**config.mk**
```make
export PLATFORM = sky130hd
export DESIGN_NAME = div128by64_m
export DESIGN_NICKNAME = d
export VERILOG_FILES = /design/src/rtl/math_pkg.sv /design/src/rtl/div_step_m.sv /design/src/rtl/div128by64_m.sv
export SDC_FILE = /design/constraint.sdc
export NUM_CORES = 1
export LEC_CHECK = 0
export CAP_MARGIN = 20
export CELL_PAD_IN_SITES_DETAIL_PLACEMENT = 0
export CELL_PAD_IN_SITES_GLOBAL_PLACEMENT = 1
export CORE_UTILIZATION = 35
export CTS_BUF_LIST = sky130_fd_sc_hd__clkbuf_8
export DETAILED_ROUTE_END_ITERATION = 16
export GPL_ROUTABILITY_DRIVEN = 0
export PLACE_DENSITY = 0.78
export SYNTH_ARGS = -nofsm -noshare
export SYNTH_HDL_FRONTEND = slang
export SYNTH_SLANG_ARGS = --single-unit
```
**constraint.sdc**
```tcl
create_clock -name clk -period 4.1 [get_ports clk]
set_input_delay 0.41 -clock clk [delete_from_list [all_inputs] [get_ports clk]]
set_output_delay 0.41 -clock clk [all_outputs]
set_load 0.01 [all_outputs]
```
**src/rtl/math_pkg.sv**
```systemverilog
// Shared math-library types and helpers for the multiplier/divider family.
package math_pkg;

    localparam int unsigned DW = 64;

    typedef logic [DW-1:0]   data_t;
    typedef logic [2*DW-1:0] prod_t;

    typedef enum logic {
        IDLE,
        RUN
    } div_state_t;

    // Width needed to count 0..n-1, never less than one bit.
    function automatic int unsigned ctr_width(input int unsigned n);
        return (n <= 2) ? 1 : $clog2(n);
    endfunction

endpackage

```
**src/rtl/div_step_m.sv**
```systemverilog
// One radix-2 restoring division step: shift in a dividend bit, trial-subtract the divisor.
module div_step_m #(
    parameter int unsigned DW = 64
) (
    input  logic [DW-1:0] rem,
    input  logic          in_bit,
    input  logic [DW-1:0] d,
    output logic [DW-1:0] rem_next,
    output logic          q_bit
);

    logic [DW:0] rem_sh;
    logic [DW:0] diff;

    // Extra bit on the shifted remainder keeps the compare exact; result always fits DW bits.
    always_comb begin
        rem_sh   = {rem, in_bit};
        diff     = rem_sh - {1'b0, d};
        q_bit    = (rem_sh >= {1'b0, d});
        rem_next = q_bit ? diff[DW-1:0] : rem_sh[DW-1:0];
    end

endmodule

```
**src/rtl/div128by64_m.sv**
```systemverilog
// Sequential unsigned divider: 2*DW-bit dividend by DW-bit divisor, one quotient bit per clock.
module div128by64_m #(
    parameter int unsigned DW = math_pkg::DW
) (
    input  logic            clk,
    input  logic            rst,
    input  logic            start,
    output logic            ready,
    input  logic [2*DW-1:0] n,
    input  logic [DW-1:0]   d,
    output logic [2*DW-1:0] q,
    output logic [DW-1:0]   r,
    output logic            dz
);

    import math_pkg::*;

    localparam int unsigned CW = ctr_width(2 * DW);

    div_state_t      state_q, state_d;
    logic [CW-1:0]   cnt_q, cnt_d;
    logic [DW-1:0]   rem_q, rem_d;
    logic [2*DW-1:0] sr_q, sr_d;
    logic [DW-1:0]   dv_q, dv_d;
    logic            zp_q, zp_d;
    logic            ready_q, ready_d;
    logic [2*DW-1:0] q_q, q_d;
    logic [DW-1:0]   r_q, r_d;
    logic            dz_q, dz_d;

    logic [DW-1:0]   step_rem;
    logic            step_q;

    div_step_m #(.DW(DW)) u_step (
        .rem      (rem_q),
        .in_bit   (sr_q[2*DW-1]),
        .d        (dv_q),
        .rem_next (step_rem),
        .q_bit    (step_q)
    );

    // State and datapath registers; reset clears the result and aborts any division.
    always_ff @(posedge clk or negedge rst) begin
        if (!rst) begin
            state_q <= IDLE;
            cnt_q   <= '0;
            rem_q   <= '0;
            sr_q    <= '0;
            dv_q    <= '0;
            zp_q    <= 1'b0;
            ready_q <= 1'b1;
            q_q     <= '0;
            r_q     <= '0;
            dz_q    <= 1'b0;
        end else begin
            state_q <= state_d;
            cnt_q   <= cnt_d;
            rem_q   <= rem_d;
            sr_q    <= sr_d;
            dv_q    <= dv_d;
            zp_q    <= zp_d;
            ready_q <= ready_d;
            q_q     <= q_d;
            r_q     <= r_d;
            dz_q    <= dz_d;
        end
    end

    // Next-state: accept, divide-by-zero shortcut (one cycle), or one restoring iteration.
    always_comb begin
        state_d = state_q;
        cnt_d   = cnt_q;
        rem_d   = rem_q;
        sr_d    = sr_q;
        dv_d    = dv_q;
        zp_d    = 1'b0;
        ready_d = ready_q;
        q_d     = q_q;
        r_d     = r_q;
        dz_d    = dz_q;
        unique case (state_q)
            IDLE: begin
                if (zp_q) begin
                    q_d     = '1;
                    r_d     = sr_q[DW-1:0];
                    dz_d    = 1'b1;
                    ready_d = 1'b1;
                end else if (ready_q && start) begin
                    ready_d = 1'b0;
                    sr_d    = n;
                    dv_d    = d;
                    rem_d   = '0;
                    if (d != '0) begin
                        state_d = RUN;
                        cnt_d   = CW'(2 * DW - 1);
                    end else begin
                        zp_d = 1'b1;
                    end
                end
            end
            RUN: begin
                rem_d = step_rem;
                sr_d  = {sr_q[2*DW-2:0], step_q};
                cnt_d = cnt_q - CW'(1);
                if (cnt_q == '0) begin
                    state_d = IDLE;
                    cnt_d   = '0;
                    q_d     = {sr_q[2*DW-2:0], step_q};
                    r_d     = step_rem;
                    dz_d    = 1'b0;
                    ready_d = 1'b1;
                end
            end
            default: state_d = IDLE;
        endcase
    end

    assign ready = ready_q;
    assign q     = q_q;
    assign r     = r_q;
    assign dz    = dz_q;

endmodule

```
==> impl_results.rst, run 1 <==
.. list-table::
   :header-rows: 1

   * - Metric
     - Value
   * - Vias per std cell
     - 5.428
   * - Y dimension of the die
     - 262.9 microns
   * - Share of cell area taken by muxes after synthesis
     - 0.06306
   * - Clock root buffer master
     - sky130_fd_sc_hd__clkbuf_8
   * - Maximum number of pins on one net before global-route repair
     - 150
   * - Power per cell area
     - 687.4 nW/um^2
   * - Largest delay contributor family on the critical path
     - compound AO/OA/AOI/OAI gates
   * - Number of maximum-capacitance violations
     - 0
   * - Setup Buffers After CTS
     - 0
   * - Required time of the critical path
     - 4660 ps
   * - Net count, final
     - 3297
   * - Dominant combinational cell family by area after synthesis
     - compound AO/OA/AOI/OAI gates
   * - Number of cells traversed by the worst register-to-register path
     - 15
   * - Total CTS buffers
     - 82
   * - Area of the core
     - 67280 sq um
   * - Synth Register Bits
     - 459
   * - Boundary pin count
     - 389
   * - Total area of multi-input combinational cells
     - 11260 sq um
   * - Sum of negative setup slack
     - 0 ps
   * - Effective utilization at floorplan
     - 0.3542
   * - Endpoint of the lowest-slack register-to-register path
     - rem_q[62]
   * - Area added between synthesis and finish
     - 27.76%
   * - Number of nets in the synthesized netlist
     - 2965
   * - Pre-CTS setup slack
     - 300.4 ps
   * - Latest clock arrival within the worst-skew pair
     - 670 ps
   * - Initial DRT Pass Iterations
     - 6
   * - Static Leak
     - 13.83 nW
   * - Cell area after placement
     - 28650 sq um
   * - Max Fclk
     - 258.7 MHz
   * - Origin of the worst min-delay path
     - d[9]
   * - Arrival time of the worst setup path
     - 4420 ps
   * - Biggest cell delay along the critical path
     - 440 ps
   * - Final Cycle Share
     - 0.9428
   * - Proportion of netlist area held by the largest area contributor
     - 0.4809
   * - Worst Hold Class
     - in -> reg
   * - Slew at the pin with the worst max-slew slack
     - 1081 ps
   * - Via count of the first global-routing pass
     - 20810
   * - Area leader, netlist
     - sky130_fd_sc_hd__dfrtp_1
   * - Final wirelength
     - 82.76 mm
   * - Startpoint type of the worst setup path
     - register
   * - Hold Crit Endpoint
     - dv_q[9]
   * - Clock skew
     - 33.44 ps
   * - Sum of net half-perimeters after detailed placement
     - 59.44 mm
   * - Unrepaired setup endpoints after global routing
     - no
   * - Largest fanout of any net on the critical path
     - 3
   * - Run status
     - complete, no violations
   * - CP bufs+invs
     - 3
   * - Type of element capturing the critical path
     - register
   * - Crit path time final
     - 3866 ps
   * - Number of hold-slack violations in the final timing report
     - 0
   * - Final max-slew violation count
     - 0
   * - Worst setup slack after layout
     - 234.4 ps
   * - Drt wl/cell
     - 20.81 microns
   * - Number of vias in the routed layout
     - 21590
   * - Number of library cell types mapped by synthesis
     - 65
   * - Design Area, Final
     - 30450 sq um
   * - Share of flip-flops with an asynchronous set or reset after synthesis
     - 1.000
   * - Horiz. Die Dim
     - 262.9 microns
   * - Critical-path cell list
     - inv_1 -> ha_1 -> inv_1 -> fa_1 -> a211oi_2 -> o21ai_0 -> a311oi_2 -> a211oi_1 -> nor3_1 -> buf_4 -> a21oi_1 -> a41oi_1 -> a21oi_1 -> o211a_1 -> o22ai_1
   * - Top_reg_cell synth
     - sky130_fd_sc_hd__dfrtp_1
   * - Number of filler instances in the final layout
     - 6516
   * - Synthesized instance count
     - 2704
   * - Overall die area
     - 69130 sq um
   * - Wire length of the first global-routing pass
     - 126.4 mm
   * - Share of cells above drive strength 1
     - 0.06458
   * - Global route overflow
     - 0
   * - Number of antenna violations at the first check in global routing
     - 10
   * - Clock tree from TritonCTS
     - done
   * - Tot GR Track Use
     - 0.2339
   * - Area fraction in and, or, nand and nor cells after synthesis
     - 0.1521
   * - Post-synthesis instance area
     - 23830 sq um
   * - Launching point of the worst reg2reg path
     - sr_q[127]
   * - Part of the Yosys area used for sequential elements
     - 0.4820
   * - Number of sinks handled by clock tree synthesis
     - 459
   * - Post-Synth Adder-Cell Area
     - 0.03497
   * - CP max stage cell
     - sky130_fd_sc_hd__fa_1
   * - Clock-pin slew of the registers on the worst-case setup and hold paths
     - 70 ps
   * - Average footprint of a synthesized cell
     - 8.813 sq um
   * - Area taken by flip-flops and latches
     - 11490 sq um
   * - Cell types occupying the most area after synthesis
     - sky130_fd_sc_hd__dfrtp_1 (48%), sky130_fd_sc_hd__o21ai_0 (9.6%), sky130_fd_sc_hd__nand2_1 (8.6%)
   * - H-tree lvl count
     - 3
   * - Xor and xnor fraction of the mapped netlist area
     - 0.02095
   * - # DRC
     - 0
   * - Max-slew headroom at the worst pin
     - 0.2764
   * - Area fraction in compound gates after synthesis
     - 0.1991
   * - Setup slack of the most critical reg-to-reg path
     - 230 ps
   * - Floorplan row count
     - 95
   * - Final ANT Viol Nets
     - 0
   * - Critical path start-end classification
     - reg -> reg
   * - EDFF count, synth
     - 0
   * - Quantity of I/O buffers inserted on ports
     - 388
   * - Worst IR Drop VDD
     - 0.0004136 V
   * - Count of yosys warnings during synthesis
     - 0
   * - Number of DRC markers in iteration 0
     - 1793
   * - Worst hold path cell count
     - 3
   * - Smallest hold slack
     - 347.2 ps
   * - Maximum root-to-sink buffer count
     - 3
   * - Final setup viols
     - 0
## cells in the final DEF, fill, tap and decap left out, types with 12 or more instances in the layout
cell type                         count
sky130_fd_sc_hd__a211oi_1            12
sky130_fd_sc_hd__a21o_1              34
sky130_fd_sc_hd__a21oi_1            157
sky130_fd_sc_hd__a22o_1              12
sky130_fd_sc_hd__a31oi_1             35
sky130_fd_sc_hd__and3_1              42
sky130_fd_sc_hd__buf_12              17
sky130_fd_sc_hd__buf_4               31
sky130_fd_sc_hd__clkbuf_8           106
sky130_fd_sc_hd__clkdlybuf4s50_1    387
sky130_fd_sc_hd__dfrtp_1            457
sky130_fd_sc_hd__ha_1                65
sky130_fd_sc_hd__inv_1              122
sky130_fd_sc_hd__mux2i_1            149
sky130_fd_sc_hd__nand2_1            545
sky130_fd_sc_hd__nand3_1             49
sky130_fd_sc_hd__nand4_1             31
sky130_fd_sc_hd__nor2_1             101
sky130_fd_sc_hd__nor4_1              23
sky130_fd_sc_hd__o21ai_0            458
sky130_fd_sc_hd__o21bai_1            21
sky130_fd_sc_hd__o22ai_1             26
sky130_fd_sc_hd__xnor2_1             39
sky130_fd_sc_hd__xor2_1              18
## kinds of logic (layout without fill, tap and decap cells)
logic type / count (synthesis) / in the layout
other: 0 / 7
AOI/OAI and AO/OA: 834 / 834
DFF: 459 / 459
buffers and inverters: 289 / 682
xor gates and xnor gates: 57 / 57
and+or+nand+nor: 849 / 849
adders and majority gates: 66 / 66
muxes: 150 / 150
## metal layers
layer,global-route usage,share of wire,up-vias
met5,0,0.00041,-
li1,-,-,10100
met3,0.04235,0.070,137
met1,0.3316,0.45,10520
met2,0.3553,0.45,819
met4,0.08725,0.031,6
## worst min-delay path: cells and delay by family
kind,cells,cell delay [ps]
buffers and inverters,1,420
AOI/OAI and AO/OA,1,70
and+or+nand+nor,1,60
## report_power, final
group          leakage [nW]  internal, mW  switching, mW
logic                  6.94          3.73           5.78
registers              5.93          5.72           1.22
clock network         0.971          2.50           1.98
total                  13.8          12.0           8.98
## registers in the layout, summed over array words and instances, names as in the netlist
signal,cells
q,128
sr_q,128
state_q,1
rem_q,64
dz,1
cnt_q,7
ready,1
r,64
zp_q,1
dv_q,64
## stage by stage
stage | instances | power (mW) | utilization
final | 3977 | 20.93 | 0.4525
after global routing | 3976 | 22.31 | 0.4525
after CTS | 3968 | 20.85 | 0.4515
after detailed placement | 3822 | 16.28 | 0.4258
after global placement | 3821 | 16.04 | 0.4255
after floorplan | 2704 | 13.18 | -
## worst max-delay path by stage
stage | cells past startpoint | slack, ps | from | end
global route | 15 | 110 | sr_q[127] | rem_q[50]
CTS | 15 | 230 | sr_q[127] | rem_q[62]
floorplan | 14 | 1040 | sr_q[127] | rem_q[50]
finish | 15 | 230 | sr_q[127] | rem_q[62]
global placement | 15 | 340 | sr_q[127] | rem_q[62]
detailed placement | 15 | 300 | sr_q[127] | rem_q[62]
## cell type report
class                      instances  area share
clock inverter                    39    0.008466
sequential                       459      0.3774
antenna                            7   0.0005754
inverter                          99     0.01225
timing repair buffer             438      0.1478
tap                              873     0.03588
multi-input combinational       1956      0.3697
clock buffer                     106     0.04792
## cell usage after synthesis, types with 5 or more instances
cell type	number
sky130_fd_sc_hd__nand2_1	546
sky130_fd_sc_hd__dfrtp_1	458
sky130_fd_sc_hd__o21ai_0	458
sky130_fd_sc_hd__clkbuf_1	160
sky130_fd_sc_hd__a21oi_1	157
sky130_fd_sc_hd__mux2i_1	149
sky130_fd_sc_hd__nor2_1	105
sky130_fd_sc_hd__inv_1	98
sky130_fd_sc_hd__ha_1	65
sky130_fd_sc_hd__nand3_1	49
sky130_fd_sc_hd__and3_1	42
sky130_fd_sc_hd__xnor2_1	39
sky130_fd_sc_hd__a31oi_1	35
sky130_fd_sc_hd__a21o_1	34
sky130_fd_sc_hd__nand4_1	31
sky130_fd_sc_hd__o22ai_1	26
sky130_fd_sc_hd__nor4_1	23
sky130_fd_sc_hd__o21bai_1	21
sky130_fd_sc_hd__xor2_1	18
sky130_fd_sc_hd__a211oi_1	12
sky130_fd_sc_hd__a22o_1	12
sky130_fd_sc_hd__buf_4	11
sky130_fd_sc_hd__nor3_1	11
sky130_fd_sc_hd__o211ai_1	11
sky130_fd_sc_hd__buf_1	9
sky130_fd_sc_hd__buf_2	9
sky130_fd_sc_hd__o21a_1	9
sky130_fd_sc_hd__and2_1	8
sky130_fd_sc_hd__nand2b_1	8
sky130_fd_sc_hd__nand3b_1	7
sky130_fd_sc_hd__nor2b_1	7
sky130_fd_sc_hd__o31ai_1	6
sky130_fd_sc_hd__a221oi_1	5
sky130_fd_sc_hd__a41oi_1	5
sky130_fd_sc_hd__o21ai_1	5
sky130_fd_sc_hd__or2_2	5
## what timing repair did
item                                    CTS  global route
resized for setup                         0             1
hold endpoints to repair                100             0
hold buffers                              1             0
endpoints found under the setup margin    0             3
No activity file was read; power rests on OpenSTA's default activity.
==> inputs of run 2 (changes only) <==
--- a/config.mk
+++ b/config.mk
@@ -6,4 +6,5 @@
 export NUM_CORES = 1
 export LEC_CHECK = 0
+export ABC_CLOCK_PERIOD_IN_PS = 4100
 export CAP_MARGIN = 20
 export CELL_PAD_IN_SITES_DETAIL_PLACEMENT = 0
==> constraint.sdc (replaced) <==
create_clock -name clk -period 4.1 [get_ports clk]
set_input_delay 0.615 -clock clk [delete_from_list [all_inputs] [get_ports clk]]
set_output_delay 0.615 -clock clk [all_outputs]
set_load 0.01 [all_outputs]
==> run 2 against run 1 <==
Compared with the run above:
- register-to-register slack hardly changed
- global-route usage hardly changed
- hold slack worse by 320 ps
- clock power is 3% lower
- non-clock buffer count is 4 lower
==> impl_results.rst, run 2 (synthesized netlist as in run 1, its figures left out) <==
.. list-table::
   :header-rows: 1

   * - Metric
     - Value
   * - Endpoint of the lowest-slack register-to-register path
     - rem_q[62]
   * - Cell area after placement
     - 28590 sq um (-0.18%)
   * - Number of cells traversed by the worst register-to-register path
     - 15 (unchanged)
   * - CP bufs+invs
     - 3 (unchanged)
   * - Arrival time of the worst setup path
     - 4430 ps (about the same)
   * - Design Area, Final
     - 30260 sq um (-0.60%)
   * - Net count, final
     - 3292 (-0.15%)
   * - Number of vias in the routed layout
     - 21370 (-1.0%)
   * - Total area of multi-input combinational cells
     - 11250 sq um (about the same)
   * - Sum of negative setup slack
     - 0 ps (unchanged)
   * - Worst Hold Class
     - in -> async
   * - Wire length of the first global-routing pass
     - 126.4 mm (about the same)
   * - Overall die area
     - 69130 sq um (unchanged)
   * - Commonest non-fill, non-tap cell in the layout
     - sky130_fd_sc_hd__nand2_1
   * - CP max stage cell
     - sky130_fd_sc_hd__a41oi_1
   * - Final setup viols
     - 0 (unchanged)
   * - # DRC
     - 0 (unchanged)
   * - Launching point of the worst reg2reg path
     - sr_q[127]
   * - Floorplan row count
     - 95 (unchanged)
   * - Critical-path cell list
     - inv_1 -> ha_1 -> inv_1 -> fa_1 -> a211oi_2 -> o21ai_0 -> a311oi_1 -> a211oi_1 -> nor3_1 -> buf_4 -> a21oi_1 -> a41oi_1 -> a21oi_1 -> o211a_1 -> o22ai_1
   * - Vias per std cell
     - 5.397 (-0.57%)
   * - Final wirelength
     - 82.47 mm (-0.35%)
   * - Boundary pin count
     - 389 (unchanged)
   * - Drt wl/cell
     - 20.83 microns (+0.11%)
   * - Static Leak
     - 13.73 nW (-0.77%)
   * - Maximum number of pins on one net before global-route repair
     - 134 (-11%)
   * - Clock root buffer master
     - sky130_fd_sc_hd__clkbuf_8
   * - Latest clock arrival within the worst-skew pair
     - 670 ps (about the same)
   * - Area of the core
     - 67280 sq um (unchanged)
   * - Crit path time final
     - 3870 ps (+4.692 ps)
   * - Total CTS buffers
     - 81 (-1.2%)
   * - Worst IR Drop VDD
     - 0.0003866 V (-6.5%)
   * - Tot GR Track Use
     - 0.2339 (about the same)
   * - Clock-pin slew of the registers on the worst-case setup and hold paths
     - 60 ps (about the same)
   * - Area taken by flip-flops and latches
     - 11490 sq um (unchanged)
   * - Via count of the first global-routing pass
     - 21130 (+1.5%)
   * - Sum of net half-perimeters after detailed placement
     - 59.17 mm (-0.45%)
   * - Clock tree from TritonCTS
     - done
   * - Area added between synthesis and finish
     - 26.99%
   * - Max-slew headroom at the worst pin
     - 0.2687 (-0.007739)
   * - Number of hold-slack violations in the final timing report
     - 0 (unchanged)
   * - Final max-slew violation count
     - 0 (unchanged)
   * - Initial DRT Pass Iterations
     - 6 (unchanged)
   * - Effective utilization at floorplan
     - 0.3542 (unchanged)
   * - Setup Buffers After CTS
     - 0 (unchanged)
   * - Clock skew
     - 41.94 ps (+8.503 ps)
   * - Number of sinks handled by clock tree synthesis
     - 459 (unchanged)
   * - Share of cells above drive strength 1
     - 0.06262 (-0.001957)
   * - Most frequent cells in the layout
     - sky130_fd_sc_hd__nand2_1 (545), sky130_fd_sc_hd__o21ai_0 (458), sky130_fd_sc_hd__dfrtp_1 (457), sky130_fd_sc_hd__clkdlybuf4s50_1 (387), sky130_fd_sc_hd__a21oi_1 (157)
   * - Unrepaired setup endpoints after global routing
     - no
   * - Horiz. Die Dim
     - 262.9 microns (unchanged)
   * - Number of maximum-capacitance violations
     - 0 (unchanged)
   * - Startpoint type of the worst setup path
     - register
   * - Slew at the pin with the worst max-slew slack
     - 1097 ps (+15.60 ps)
   * - Worst setup path startpoint
     - sr_q[127]
   * - Hold-fix buffer count after cts
     - 0 (-1)
   * - Largest delay contributor family on the critical path
     - compound AO/OA/AOI/OAI gates
   * - Number of antenna violations at the first check in global routing
     - 7 (-3)
   * - Biggest cell delay along the critical path
     - 450 ps (about the same)
   * - Power per cell area
     - 686.9 nW/um^2 (about the same)
   * - Max Fclk
     - 258.4 MHz (-0.12%)
   * - Largest fanout of any net on the critical path
     - 3 (unchanged)
   * - Type of element capturing the critical path
     - register
   * - Number of DRC markers in iteration 0
     - 1590 (-11%)
   * - H-tree lvl count
     - 3 (unchanged)
   * - Setup slack of the most critical reg-to-reg path
     - 230 ps (about the same)
   * - Number of filler instances in the final layout
     - 6502 (-0.21%)
   * - Required time of the critical path
     - 4660 ps (about the same)
   * - Post-layout total power
     - 20.79 mW (-0.67%)
   * - Post-CTS resize count
     - 0 (unchanged)
   * - Critical path start-end classification
     - reg -> reg
   * - Maximum root-to-sink buffer count
     - 3 (unchanged)
   * - Quantity of I/O buffers inserted on ports
     - 388 (unchanged)
   * - Number of logic stages on the critical path including buffering
     - 15 (unchanged)
   * - Y dimension of the die
     - 262.9 microns (unchanged)
   * - Final Cycle Share
     - 0.9440 (+0.001144)
   * - Global route overflow
     - 0 (unchanged)
   * - Final ANT Viol Nets
     - 0 (unchanged)
   * - Run status
     - complete, no violations
## run 2: cell types whose count changed in the layout (fill, tap and decap cells not counted), sizes merged
cell         before  now
clkinv            6   10
bufinv            3    4
buf              50   47
clkbuf          106   98
diode             7    4
inv             126  118
dlygate4sd3       1    0
## run 2: layout make-up
| cell class | instances | share of cell area |
|---|---|---|
| Clock buffer | 98 | 0.04457 |
| Clock inverter | 36 | 0.009510 |
| Multi-Input combinational cell | 1956 | 0.3717 |
| Antenna cell | 4 | 0.0003308 |
| Inverter | 99 | 0.01232 |
| Timing Repair Buffer | 434 | 0.1457 |
| Tap cell | 873 | 0.03610 |
| Sequential cell | 459 | 0.3797 |
## run 2: worst register-to-register path, stage by stage, from the launching register on
cell,delay (ps)
sky130_fd_sc_hd__dfrtp_1,410
sky130_fd_sc_hd__inv_1,70
sky130_fd_sc_hd__ha_1,170
sky130_fd_sc_hd__inv_1,60
sky130_fd_sc_hd__fa_1,440
sky130_fd_sc_hd__a211oi_2,280
sky130_fd_sc_hd__o21ai_0,160
sky130_fd_sc_hd__a311oi_1,400
sky130_fd_sc_hd__a211oi_1,170
sky130_fd_sc_hd__nor3_1,330
sky130_fd_sc_hd__buf_4,200
sky130_fd_sc_hd__a21oi_1,130
sky130_fd_sc_hd__a41oi_1,450
sky130_fd_sc_hd__a21oi_1,130
sky130_fd_sc_hd__o211a_1,250
sky130_fd_sc_hd__o22ai_1,140
## run 2: report_power, final
group	leakage (nW)	internal, mW	switching [mW]
clock network	0.903	2.41	1.96
logic	6.90	3.72	5.77
registers	5.93	5.72	1.21
## run 2: routing by layer
metal,track usage,routed length [microns],vias to the layer above
li1,-,-,10080
met1,0.3229,37380,10380
met2,0.3603,36920,771
met3,0.05144,5737,126
met4,0.08329,2392,6
met5,0,43,-
## run 2: worst max path at each step
stage	slack, ps	to
floorplan	1040	rem_q[50]
global placement	290	rem_q[62]
detailed placement	280	rem_q[62]
CTS	250	rem_q[62]
global route	70	rem_q[28]
finish	230	rem_q[62]
## run 2: per-stage QoR
| stage | instances | util | setup WS, ps | hold WS [ps] |
|---|---|---|---|---|
| final | 3959 | 0.4498 | 229.7 | 31.53 |
| after floorplan | 2704 | - | 1042 | 319.4 |
| after CTS | 3954 | 0.4494 | 251.4 | 69.18 |
| after global routing | 3959 | 0.4498 | 71.21 | 73.58 |
| after detailed placement | 3820 | 0.4250 | 284.8 | 474.8 |
| after global placement | 3820 | 0.4250 | 289.0 | 462.7 |
